**src/rtl/debounce_pkg.sv**
```systemverilog
// Shared definitions for the push-button debouncer: FSM state encodings and
// the counter-width helper used to size the stability counter.
package debounce_pkg;

    // Debouncer FSM states: two settled levels and two qualification windows.
    localparam logic [1:0] IDLE_LOW  = 2'd0;
    localparam logic [1:0] WAIT_HIGH = 2'd1;
    localparam logic [1:0] IDLE_HIGH = 2'd2;
    localparam logic [1:0] WAIT_LOW  = 2'd3;

    // Width able to hold the value stable_cycles (the counter itself never
    // exceeds stable_cycles-1, the extra headroom keeps comparisons simple).
    function automatic int cnt_width(input int stable_cycles);
        return $clog2(stable_cycles + 1);
    endfunction

endpackage

```
**src/rtl/sync_chain.sv**
```systemverilog
// Multi-flop synchroniser for a single asynchronous input bit. Plain shift
// chain with no logic between stages so metastability can settle.
module sync_chain #(
    parameter int SYNC_STAGES = 2
) (
    input  logic clk,
    input  logic reset,
    input  logic din,
    output logic dout
);

    logic [SYNC_STAGES-1:0] stages;

    // Shift the raw input through the chain; async clear to 0.
    always_ff @(posedge clk or negedge reset) begin
        if (!reset) begin
            stages <= '0;
        end else begin
            stages <= {stages[SYNC_STAGES-2:0], din};
        end
    end

    assign dout = stages[SYNC_STAGES-1];

endmodule

```
**src/rtl/button_debouncer.sv**
```systemverilog
// Push-button debouncer: synchronises the raw button, requires STABLE_CYCLES
// consecutive identical samples before accepting a new level, and emits a
// registered one-cycle pulse on each accepted press (btn_rise) or release
// (btn_fall). btn_rise drives the downstream counter's advance strobe.
module button_debouncer
    import debounce_pkg::*;
#(
    parameter int STABLE_CYCLES = 1000000,
    parameter int SYNC_STAGES   = 2
) (
    input  logic clk,
    input  logic reset,
    input  logic btn_in,
    output logic btn_level,
    output logic btn_rise,
    output logic btn_fall
);

    localparam int               CNT_W    = cnt_width(STABLE_CYCLES);
    localparam logic [CNT_W-1:0] CNT_ONE  = CNT_W'(1);
    localparam logic [CNT_W-1:0] CNT_LAST = CNT_W'(STABLE_CYCLES - 1);

    logic             sync_q;
    logic [1:0]       state;
    logic [CNT_W-1:0] cnt;

    sync_chain #(
        .SYNC_STAGES(SYNC_STAGES)
    ) u_sync (
        .clk  (clk),
        .reset(reset),
        .din  (btn_in),
        .dout (sync_q)
    );

    // Qualification FSM: the IDLE state counts as the first sample at the new
    // value, so a change is accepted on the STABLE_CYCLES-th identical sample.
    // Any disagreeing sample aborts the window back to the settled state.
    always_ff @(posedge clk or negedge reset) begin
        if (!reset) begin
            state     <= IDLE_LOW;
            cnt       <= '0;
            btn_level <= 1'b0;
            btn_rise  <= 1'b0;
            btn_fall  <= 1'b0;
        end else begin
            btn_rise <= 1'b0;
            btn_fall <= 1'b0;
            case (state)
                IDLE_LOW: begin
                    if (sync_q) begin
                        state <= WAIT_HIGH;
                        cnt   <= CNT_ONE;
                    end else begin
                        cnt   <= '0;
                    end
                end
                WAIT_HIGH: begin
                    if (sync_q) begin
                        if (cnt == CNT_LAST) begin
                            state     <= IDLE_HIGH;
                            btn_level <= 1'b1;
                            btn_rise  <= 1'b1;
                            cnt       <= '0;
                        end else begin
                            cnt <= cnt + CNT_ONE;
                        end
                    end else begin
                        state <= IDLE_LOW;
                        cnt   <= '0;
                    end
                end
                IDLE_HIGH: begin
                    if (!sync_q) begin
                        state <= WAIT_LOW;
                        cnt   <= CNT_ONE;
                    end else begin
                        cnt   <= '0;
                    end
                end
                WAIT_LOW: begin
                    if (!sync_q) begin
                        if (cnt == CNT_LAST) begin
                            state     <= IDLE_LOW;
                            btn_level <= 1'b0;
                            btn_fall  <= 1'b1;
                            cnt       <= '0;
                        end else begin
                            cnt <= cnt + CNT_ONE;
                        end
                    end else begin
                        state <= IDLE_HIGH;
                        cnt   <= '0;
                    end
                end
                default: begin
                    state     <= IDLE_LOW;
                    cnt       <= '0;
                    btn_level <= 1'b0;
                end
            endcase
        end
    end

endmodule

```
**config.mk**
```make
export PLATFORM = sky130hd
export DESIGN_NAME = button_debouncer
export DESIGN_NICKNAME = d
export VERILOG_FILES = /design/src/rtl/debounce_pkg.sv /design/src/rtl/sync_chain.sv /design/src/rtl/button_debouncer.sv
export SDC_FILE = /design/constraint.sdc
export NUM_CORES = 1
export LEC_CHECK = 0
export BUFFER_PORTS_ARGS = -buffer_cell sky130_fd_sc_hd__buf_2
export CELL_PAD_IN_SITES_DETAIL_PLACEMENT = 1
export CELL_PAD_IN_SITES_GLOBAL_PLACEMENT = 1
export CORE_MARGIN = 8
export CORE_UTILIZATION = 45
export DETAILED_ROUTE_END_ITERATION = 6
export PLACE_DENSITY = 0.71
export SLEW_MARGIN = 30
export SYNTH_ARGS = -nofsm -noshare
export SYNTH_HDL_FRONTEND = slang
export SYNTH_SLANG_ARGS = --single-unit
```
**constraint.sdc**
```tcl
create_clock -name clk -period 2.85 [get_ports clk]
set_clock_uncertainty 0.1 [all_clocks]
set_input_delay 0.7125 -clock clk [delete_from_list [all_inputs] [get_ports clk]]
set_output_delay 0.7125 -clock clk [all_outputs]
set_load 0.005 [all_outputs]
```
==> results.cfg <==
[placement]
dp_slack_ps = 482
placed_cells = 159
gp_routability_congestion = 0.761
place_area_sq_um = 1320
detailed_place_hpwl_mm = 1.88
port_buffers = 5

[cts]
clock-root-buffer = clkbuf_4
cts_resized = 0
cts_hold_buf = 0
postCtsSetupBuffers = 0
h-tree-depth = 1
cts_max_path_buffers = 2
cts.reportedPaths.clkPinSlew_ps = 150
clock_sinks = 27
cts_made_buffers = 3
cts_tree = yes
clkLatencyLatePin_ps = 320

[timing]
fin_crit_sh = 0.832
final.setup.tns_ps = 0
tightestPinTransition_ps = 593
fin_crit_ps = 2370
max_freq_ghz = 0.422
whs_ps = 267
maxSlewHeadroom = 0.601
hold_viol_final = 0
finalMaxSlewViolations = 0
setup_violations = 0
setup_slack_ps = 478
rsz0062_at_grt = false

[setup_path]
crit_family = simple AND/OR/NAND/NOR gates
critPathMaxFanout = 18
critPathKind = flip-flop to flip-flop
crit_path_max_incr_delay_ps = 590
critPathLaunchType = flip-flop
crit_chain = ha_1 -> nand2_1 -> nor4_1 -> a21o_1 -> nor2_1
cpMaxStageDelayCell = a21o_1
arrival_ps = 2480
cp.required_ps = 2950
worstPathBufferInverterCount = 0
critPathCaptureType = flip-flop

[logic_synthesis]
yosysUniqueCellTypes = 30
syn_inst = 126
ys_seq_area_frac = 0.531
ys_ff_latch = 27
yosysWarnings = 0
synth_fp_nets = 130
syn-cell-area_sq_um = 1270
syn_area_per_cell_sq_um = 10.1

[final_layout]
nets = 137
mostFrequentLayoutCell = dfrtp_1
mostFrequentLayoutCells = dfrtp_1 (27), nor2_1 (16), nand2_1 (9), xnor2_1 (9)
antennaDiodeCount = 0
final_cells = 163
area_growth_pct = 6.20
design_area_sq_um = 1350
drive_above_1_share = 0.0985

[floorplanning]
die_y_um = 69.2
dieArea_sq_um = 4780
core_area_sq_um = 2710
io_pins = 6
initial_core_util = 0.469
die_w_um = 69.2
rows = 19

[drt]
ant_nets = 0
wirelength_mm = 2.48
via_per_inst = 5.66
drc_errors = 0
wl_per_cell_um = 15.2
drt_iter0_markers = 26
vias = 923
dr.pass1.iters = 4

[worst_hold_path]
hold_path.class = primary input to async pin

[pwr]
power.density_nw_per_um2 = 429
p_leak_nw = 0.543
ir_worst_vdd_uv = 252

[run_status]
outcome = finished, final reports clean

[global_route]
grt_overflow_total = 0
grtUsageTotal = 0.109
antenna_found_initial = 0
grt_pass1_wl_mm = 4.45
grt_start_max_net_pins = 28
grt_pass1_vias = 952

[flow_run]
cap_viol_max_count = 0
## cells by family after synthesis
| group | after synthesis | share of synthesized area |
|---|---|---|
| adder cells (fa/ha/maj) | 1 | 0.00984 |
| multiplexers | 1 | 0.00787 |
| flip-flops | 27 | 0.531 |
| buffers and inverters | 10 | 0.0325 |
| XOR/XNOR | 13 | 0.0896 |
| AND/OR/NAND/NOR | 59 | 0.260 |
| AO/OA/AOI/OAI | 15 | 0.0689 |
## state kept, by name, indices dropped and copies added (netlist names), named ones only
register and count:
btn_fall 1, btn_level 1, btn_rise 1, cnt 20, state 1, u_sync.stages 2
## routing by layer
| metal | share of wire | track usage | up-vias |
|---|---|---|---|
| li1 | - | - | 451 |
| met1 | 0.50 | 0.141 | 463 |
| met2 | 0.47 | 0.180 | 5 |
| met3 | 0.020 | 0.0200 | 4 |
| met4 | 0.010 | 0.0273 | 0 |
| met5 | 0 | 0 | - |
## worst paths after layout
kind                                                 start                         end  slack (ps)  cells past startpoint
worst max register to register            cnt[0]$_DFF_PN0_            cnt[5]$_DFF_PN0_         480                      5
min in group clk                u_sync.stages[0]$_DFF_PN0_  u_sync.stages[1]$_DFF_PN0_         270                      0
worst min-delay path                                 reset            cnt[5]$_DFF_PN0_         270                      1
worst min register to register  u_sync.stages[0]$_DFF_PN0_  u_sync.stages[1]$_DFF_PN0_         270                      0
max in group asynchronous                            reset            cnt[7]$_DFF_PN0_        2000                      1
worst max-delay path                      cnt[0]$_DFF_PN0_            cnt[5]$_DFF_PN0_         480                      5
## final cells by class
cell class | count | area (sq um)
inverter | 7 | 26.3
fill | 326 | 1360
sequential | 27 | 676
clock buffer | 3 | 22.5
tap | 31 | 38.8
multi-input combinational | 89 | 554
timing repair buffer | 5 | 25.0
clock inverter | 1 | 7.51
## through the flow
| step | utilization | total power [mW] |
|---|---|---|
| after global placement | 0.487 | 0.419 |
| after floorplan | - | 0.407 |
| after CTS | 0.498 | 0.591 |
| after global routing | 0.498 | 0.607 |
| after detailed placement | 0.487 | 0.420 |
| final | 0.498 | 0.579 |
## synth_stat cells, drive strengths merged
master | count | area share
or4 | 4 | 0.031
nand4 | 4 | 0.031
nor4 | 3 | 0.015
nand3 | 7 | 0.028
buf | 3 | 0.012
a21oi | 6 | 0.024
a2bb2oi | 1 | 0.0069
xnor2 | 9 | 0.062
mux2i | 1 | 0.0079
nand3b | 1 | 0.0059
ha | 1 | 0.0098
a21o | 1 | 0.0059
nand2 | 9 | 0.027
and3 | 1 | 0.0049
nand4bb | 1 | 0.0089
a41oi | 1 | 0.0069
o31ai | 1 | 0.0059
inv | 7 | 0.021
and2 | 1 | 0.0049
dfrtp | 27 | 0.53
xor2 | 4 | 0.028
nor2 | 16 | 0.047
or3 | 4 | 0.020
nor4b | 1 | 0.0069
nor3 | 6 | 0.024
and4 | 1 | 0.0069
o21ai | 5 | 0.020
## where the power goes
group | switching (mW) | internal [mW] | leakage, nW
logic | 0.0150 | 0.00452 | 0.161
registers | 0.00462 | 0.387 | 0.368
clock network | 0.114 | 0.0536 | 0.0139
total | 0.134 | 0.445 | 0.543
## worst reg2reg max path: stages, from the launching register on
cell and delay [ps]:
dfrtp_1 450, ha_1 250, nand2_1 170, nor4_1 580
a21o_1 590, nor2_1 120
(Power assumes the default switching activity.)
